===== src/rtl/morse_play_queue.sv =====
// morse_play_queue
// Buffers Morse symbols from the encoder and plays them back-to-back through
// buzzer_driver, inserting inter-letter and inter-word silences. Silences are
// timed in Morse units, one unit per rising edge of the (asynchronous) 5 Hz
// clock.
//
// Ports:
//   clk, rst           system clock, asynchronous active-low reset
//   clk_5hz            5 Hz unit clock (asynchronous, synchronized here)
//   enable             1 = new entries may be popped for playback
//   flush              synchronous clear of all queued entries
//   push, push_code,   write strobe and entry; push_len = 0 marks a word gap
//   push_len
//   busy_in            busy from buzzer_driver
//   start              one-cycle pulse to buzzer_driver
//   morse_code/len     entry being played, held until the next pop
//   count/full/empty   queue occupancy
//   overflow           sticky dropped-push flag, cleared by reset or flush
//   active             playback FSM is not idle
module morse_play_queue #(
  parameter int unsigned DEPTH        = 16,
  parameter int unsigned LETTER_GAP   = 2,
  parameter int unsigned WORD_GAP     = 6,
  parameter int unsigned BUSY_TIMEOUT = 8
) (
  input  logic                     clk,
  input  logic                     rst,
  input  logic                     clk_5hz,
  input  logic                     enable,
  input  logic                     flush,
  input  logic                     push,
  input  logic [4:0]               push_code,
  input  logic [2:0]               push_len,
  input  logic                     busy_in,
  output logic                     start,
  output logic [4:0]               morse_code,
  output logic [2:0]               morse_len,
  output logic [$clog2(DEPTH):0]   count,
  output logic                     full,
  output logic                     empty,
  output logic                     overflow,
  output logic                     active
);

  localparam int unsigned PtrW = $clog2(DEPTH);
  localparam int unsigned CntW = PtrW + 1;
  localparam int unsigned ToW  = (BUSY_TIMEOUT > 1) ? $clog2(BUSY_TIMEOUT) : 1;

  localparam logic [CntW-1:0] CntFull   = CntW'(DEPTH);
  localparam logic [ToW-1:0]  ToLast    = ToW'(BUSY_TIMEOUT - 1);
  localparam logic [3:0]      LetterGap = 4'(LETTER_GAP);
  localparam logic [3:0]      WordGap   = 4'(WORD_GAP);

  typedef enum logic [2:0] {
    StIdle,
    StStart,
    StWaitBusy,
    StWaitDone,
    StGap
  } state_e;

  // ---------------------------------------------------------------------------
  // Unit tick: 2-flop synchronizer plus one flop for rising-edge detection
  // ---------------------------------------------------------------------------
  logic sync1_q, sync2_q, sync3_q;
  logic tick;

  always_ff @(posedge clk or negedge rst) begin
    if (!rst) begin
      sync1_q <= 1'b0;
      sync2_q <= 1'b0;
      sync3_q <= 1'b0;
    end else begin
      sync1_q <= clk_5hz;
      sync2_q <= sync1_q;
      sync3_q <= sync2_q;
    end
  end

  assign tick = sync2_q & ~sync3_q;

  // ---------------------------------------------------------------------------
  // Circular buffer of {len, code} entries
  // ---------------------------------------------------------------------------
  logic [7:0]      mem_q [DEPTH];
  logic [PtrW-1:0] wr_ptr_q, wr_ptr_d;
  logic [PtrW-1:0] rd_ptr_q, rd_ptr_d;
  logic [CntW-1:0] count_q, count_d;
  logic            full_q, empty_q;
  logic            overflow_q, overflow_d;
  logic            push_ok;
  logic            pop;
  logic [7:0]      head;

  state_e          state_q, state_d;

  // Full is judged on the registered flag, so a pop in the same cycle does
  // not make room for a push that arrives while full.
  assign push_ok = push & ~full_q & ~flush;
  assign pop     = (state_q == StIdle) & enable & ~empty_q & ~busy_in;
  assign head    = mem_q[rd_ptr_q];

  always_ff @(posedge clk) begin
    if (push_ok) begin
      mem_q[wr_ptr_q] <= {push_len, push_code};
    end
  end

  always_comb begin
    wr_ptr_d   = wr_ptr_q;
    rd_ptr_d   = rd_ptr_q;
    count_d    = count_q;
    overflow_d = overflow_q;
    if (flush) begin
      wr_ptr_d   = '0;
      rd_ptr_d   = '0;
      count_d    = '0;
      overflow_d = 1'b0;
    end else begin
      if (push_ok) wr_ptr_d = wr_ptr_q + PtrW'(1);
      if (pop)     rd_ptr_d = rd_ptr_q + PtrW'(1);
      if (push_ok && !pop) begin
        count_d = count_q + CntW'(1);
      end else if (!push_ok && pop) begin
        count_d = count_q - CntW'(1);
      end
      if (push && full_q) overflow_d = 1'b1;
    end
  end

  always_ff @(posedge clk or negedge rst) begin
    if (!rst) begin
      wr_ptr_q   <= '0;
      rd_ptr_q   <= '0;
      count_q    <= '0;
      full_q     <= 1'b0;
      empty_q    <= 1'b1;
      overflow_q <= 1'b0;
    end else begin
      wr_ptr_q   <= wr_ptr_d;
      rd_ptr_q   <= rd_ptr_d;
      count_q    <= count_d;
      full_q     <= (count_d == CntFull);
      empty_q    <= (count_d == '0);
      overflow_q <= overflow_d;
    end
  end

  // ---------------------------------------------------------------------------
  // Playback FSM
  // ---------------------------------------------------------------------------
  logic [3:0]     gap_q, gap_d;
  logic [ToW-1:0] to_q, to_d;
  logic [4:0]     code_q, code_d;
  logic [2:0]     len_q, len_d;
  logic           start_q;
  logic           active_q;

  always_comb begin
    state_d = state_q;
    gap_d   = gap_q;
    to_d    = to_q;
    code_d  = code_q;
    len_d   = len_q;
    case (state_q)
      StIdle: begin
        if (pop) begin
          code_d = head[4:0];
          len_d  = head[7:5];
          if (head[7:5] != 3'd0) begin
            state_d = StStart;
          end else begin
            gap_d   = WordGap;
            state_d = StGap;
          end
        end
      end
      StStart: begin
        to_d    = '0;
        state_d = StWaitBusy;
      end
      StWaitBusy: begin
        if (busy_in) begin
          state_d = StWaitDone;
        end else if (to_q == ToLast) begin
          // Driver never acknowledged the start; give up rather than deadlock.
          gap_d   = LetterGap;
          state_d = StGap;
        end else begin
          to_d = to_q + ToW'(1);
        end
      end
      StWaitDone: begin
        if (!busy_in) begin
          gap_d   = LetterGap;
          state_d = StGap;
        end
      end
      StGap: begin
        if (tick) begin
          if (gap_q == 4'd1) begin
            state_d = StIdle;
          end else begin
            gap_d = gap_q - 4'd1;
          end
        end
      end
      default: state_d = StIdle;
    endcase
  end

  always_ff @(posedge clk or negedge rst) begin
    if (!rst) begin
      state_q  <= StIdle;
      gap_q    <= '0;
      to_q     <= '0;
      code_q   <= '0;
      len_q    <= '0;
      start_q  <= 1'b0;
      active_q <= 1'b0;
    end else begin
      state_q  <= state_d;
      gap_q    <= gap_d;
      to_q     <= to_d;
      code_q   <= code_d;
      len_q    <= len_d;
      // Registered pulse: high for the one cycle after the FSM sat in START.
      start_q  <= (state_q == StStart);
      active_q <= (state_d != StIdle);
    end
  end

  assign start      = start_q;
  assign morse_code = code_q;
  assign morse_len  = len_q;
  assign count      = count_q;
  assign full       = full_q;
  assign empty      = empty_q;
  assign overflow   = overflow_q;
  assign active     = active_q;

endmodule


===== config.mk =====
export PLATFORM = sky130hd
export DESIGN_NAME = morse_play_queue
export DESIGN_NICKNAME = d
export VERILOG_FILES = /design/src/rtl/morse_play_queue.sv
export SDC_FILE = /design/constraint.sdc
export NUM_CORES = 1
export LEC_CHECK = 0
export ABC_AREA = 1
export BUFFER_PORTS_ARGS = -buffer_cell sky130_fd_sc_hd__buf_2
export CAP_MARGIN = 25
export CORE_MARGIN = 5
export CORE_UTILIZATION = 55
export DETAILED_ROUTE_END_ITERATION = 8
export GPL_TIMING_DRIVEN = 0
export PLACE_DENSITY = 0.8
export SYNTH_ARGS = -nofsm -noshare
export SYNTH_HDL_FRONTEND = slang
export SYNTH_SLANG_ARGS = --single-unit

===== constraint.sdc =====
create_clock -name clk -period 4.1 [get_ports clk]
set_clock_uncertainty 0.05 [all_clocks]
set_input_delay 0.82 -clock clk [delete_from_list [all_inputs] [get_ports clk]]
set_output_delay 0.82 -clock clk [all_outputs]
set_load 0.01 [all_outputs]

==> out/qor.json <==
{
  "io_buffer_count": 32,
  "starting_utilization_of_the_core_area_pct": 56.57,
  "worst_hold_startpoint": "sync1_q",
  "slew_headroom_pct": 29.33,
  "setup_total_negative_slack_ns": 0,
  "cp_data_arrival_time_ns": 2.50,
  "post-route-period-util_pct": 61.10,
  "setup_violation_total_in_the_final_timing_report": 0,
  "synthArstFlopShare_pct": 23.35,
  "result_of_the_run": "finished, final reports clean",
  "synth_top_area_share_pct": 53.19,
  "end_kind": "flop",
  "root_buffer": "sky130_fd_sc_hd__clkbuf_16",
  "antennaDiodeCount": 0,
  "critical_path.cell_chain": "buf_2, inv_1, nor2_2, nand2_1, buf_2, inv_1, nand2_1, nor2_1",
  "leakage_nw": 3.354,
  "cts_resized": 0,
  "globalplace.congestion": 0.9395,
  "fillCellCount": 933,
  "reg2reg_to": "mem_q[4][1]",
  "dpl.hpwl_um": 11300,
  "clk_pin_slew_worst_paths_ns": 0.06,
  "top_signal_layer_used": "met4",
  "post_drt_via_cell_ratio": 5.832,
  "dp_worst_setup_slack_ns": 1.214,
  "coreArea_um2": 12770,
  "antenna_violating_nets_post_route": 0,
  "htree_levels": 4,
  "worst_path_largest_cell_delay_ns": 0.82,
  "main_combinational_cell_family_by_area_after_synthesis": "simple AND/OR/NAND/NOR gates",
  "final.hold.worst_slack_ns": 0.3121,
  "synth_top_flop_cell": "sky130_fd_sc_hd__edfxtp_1",
  "synth.distinct_cells": 38,
  "seq_area_frac_synth_pct": 66.72,
  "globalRoute.totalOverflow": 0,
  "worstPathRequired_ns": 4.09,
  "synth_simple_gate_area_share_pct": 15.93,
  "cts_num_sinks": 167,
  "max_cap_viol_count": 0,
  "flow.area_growth_from_synthesis_pct": 14.46,
  "synthTopCellsByArea": "sky130_fd_sc_hd__edfxtp_1 53%, sky130_fd_sc_hd__dfrtp_1 13%, sky130_fd_sc_hd__nand2_1 5.7%",
  "avgRoutedWirePerCell_um": 18.77,
  "wl_met1_um": 6383,
  "synthesis.nets": 683,
  "final_cell_count_no_fill": 901,
  "worst-setup-path-type": "in -> reg",
  "vias": 5255,
  "biggest_area_consumer_among_synthesized_cells": "sky130_fd_sc_hd__edfxtp_1",
  "rsz0062_at_grt": "false",
  "power.density_nw_per_um2": 535.4,
  "timing.fmax_mhz": 399.2,
  "globalRouteTotalUtil_pct": 21.91,
  "synth.yosys.warnings": 0,
  "yosys-mux-area-fraction_pct": 0,
  "cts-hold-fix-buffers": 0,
  "postPlaceCellArea_um2": 7679,
  "worst_path_max_delay_cell": "sky130_fd_sc_hd__nor2_1",
  "max-clock-path-buffers": 2,
  "xor_xnor_share_of_the_synthesized_area_pct": 0.4848,
  "synth_seq_cells": 167,
  "reg2reg_slack_ns": 1.69,
  "wire_length_of_the_first_global_routing_pass_um": 26110,
  "postSynthCellCount": 657,
  "finish.utilization_pct": 64.75,
  "fp-row-count": 41,
  "skew_pair_late_insertion_delay_ns": 0.42,
  "cts-buffers-inserted": 17,
  "first_iter_violations": 707,
  "worst_slack_ns": 1.595,
  "rr_worst_depth": 6,
  "post_synth_instance_area_um2": 7226,
  "syn-mean-instance-area_um2": 11.00,
  "critical_path.startpoint_type": "input pin",
  "cts_tree": "built",
  "die_x_um": 124.6,
  "wl_met2_um": 8396,
  "worstHoldPathCells": 0,
  "tightestPinTransition_ns": 1.056,
  "report.power.total_mw": 4.428,
  "dp_cells": 869,
  "dr_wl_met3_um": 1569,
  "number_of_enable_type_register_cells_in_the_synthesized_netlist": 128,
  "first_global_vias": 5109,
  "die_h_um": 124.6,
  "grt_antenna_before_repair": 0,
  "finalMaxSlewViolations": 0,
  "post-route-cell-area_um2": 8270,
  "min-delay-path-class": "reg -> reg",
  "top_level_ports": 33,
  "peakVddDrop_v": 0.0004676,
  "drt_drc_violations_left": 0,
  "largest_net_degree_at_the_start_of_global_routing": 40,
  "synth-compound-area-share_pct": 8.589,
  "detailedRoute.firstPassIterationCount": 7,
  "totalWireLength_um": 16910,
  "timing.final.hold_violations": 0,
  "fraction_of_final_layout_cells_with_drive_strength_greater_than_1_pct": 14.81,
  "design.die.area_um2": 15530,
  "period_needed_ns": 2.505,
  "post_synth_fa_ha_maj_area_fraction_pct": 1.905,
  "hold-path-endpoint": "sync2_q",
  "worstPathMaxFanout": 10,
  "postCtsSetupRepairBufs": 0,
  "crit-reg2reg-launch": "full",
  "finalNetCount": 742
}
-- layout by cell type, fill, tap and decap left out, types with 7 or more instances in the layout --
| cell | count |
|---|---|
| sky130_fd_sc_hd__inv_1 | 71 |
| sky130_fd_sc_hd__nor3_1 | 12 |
| sky130_fd_sc_hd__ha_1 | 11 |
| sky130_fd_sc_hd__buf_2 | 41 |
| sky130_fd_sc_hd__clkbuf_1 | 11 |
| sky130_fd_sc_hd__buf_4 | 10 |
| sky130_fd_sc_hd__o211ai_1 | 7 |
| sky130_fd_sc_hd__dfrtp_1 | 38 |
| sky130_fd_sc_hd__nand2_1 | 109 |
| sky130_fd_sc_hd__nor2_1 | 76 |
| sky130_fd_sc_hd__nand3_1 | 49 |
| sky130_fd_sc_hd__a31oi_1 | 7 |
| sky130_fd_sc_hd__edfxtp_1 | 128 |
| sky130_fd_sc_hd__a21oi_1 | 11 |
| sky130_fd_sc_hd__clkbuf_16 | 17 |
| sky130_fd_sc_hd__o21ai_0 | 51 |
| sky130_fd_sc_hd__o221ai_1 | 14 |
-- worst max path at each step --
stage	start	end	slack (ns)	cells after the start
after floorplan	push	mem_q[10][0]	1.83	5
after global placement	push	mem_q[13][1]	1.04	6
after global routing	push	mem_q[4][1]	1.54	8
after detailed placement	push	mem_q[4][4]	1.21	8
after CTS	push	mem_q[4][2]	1.65	8
final	push	mem_q[4][1]	1.59	8
-- final cells by class --
class	instances	area (µm²)	share of cell area, %
Buffer	28	175.2	2.118
Inverter	76	285.3	3.449
Multi-Input combinational cell	386	1964	23.75
Sequential cell	167	4821	58.29
Timing Repair Buffer	40	217.7	2.632
Clock inverter	11	131.4	1.589
Clock buffer	21	460.4	5.567
Tap cell	172	215.2	2.602
-- cells in the mapped netlist, types with 3 or more instances --
cell                       count
sky130_fd_sc_hd__buf_4         3
sky130_fd_sc_hd__o21ai_1       3
sky130_fd_sc_hd__dfrtp_1      38
sky130_fd_sc_hd__edfxtp_1    128
sky130_fd_sc_hd__buf_2         8
sky130_fd_sc_hd__o21ai_0      51
sky130_fd_sc_hd__a31oi_1       7
sky130_fd_sc_hd__a211oi_1      3
sky130_fd_sc_hd__ha_1         11
sky130_fd_sc_hd__clkbuf_1      9
sky130_fd_sc_hd__inv_2         4
sky130_fd_sc_hd__o22ai_1       6
sky130_fd_sc_hd__nand3_1      49
sky130_fd_sc_hd__inv_1        71
sky130_fd_sc_hd__nand2_1     109
sky130_fd_sc_hd__buf_6         5
sky130_fd_sc_hd__o221ai_1     14
sky130_fd_sc_hd__o211ai_1      7
sky130_fd_sc_hd__nor2_1       76
sky130_fd_sc_hd__a21oi_1      11
sky130_fd_sc_hd__nor3_1       16
sky130_fd_sc_hd__nor2_2        6
-- worst max-delay path: cells and delay by family --
kind / cells / cell delay, ns
AND/OR/NAND/NOR: 4 / 1.22
buffers and inverters: 4 / 0.45
-- power by group --
part | internal, mW | switching, mW
logic | 0.286 | 0.517
clock network | 0.980 | 0.606
registers | 1.95 | 0.0884
total | 3.22 | 1.21
-- flip-flops by register name (all words and copies together), names as in the netlist --
name / count
mem_q: 128
count: 5
morse_code: 5
gap_q: 4
rd_ptr_q: 4
wr_ptr_q: 4
morse_len: 3
state_q: 3
to_q: 3
active: 1
empty: 1
full: 1
overflow: 1
start: 1
sync1_q: 1
sync2_q: 1
sync3_q: 1
-- cell families after synthesis --
logic type | after synthesis
AO/OA/AOI/OAI | 104
XOR/XNOR | 4
adder cells (fa/ha/maj) | 11
buffers and inverters | 104
flip-flops | 167
AND/OR/NAND/NOR | 267
-- per-layer routing --
layer / vias up / track usage [%]
li1: 2385 / -
met1: 2522 / 26.36
met2: 291 / 36.58
met3: 57 / 6.604
met4: 0 / 9.607
met5: - / 0
No activity file was read; power rests on OpenSTA's default activity.
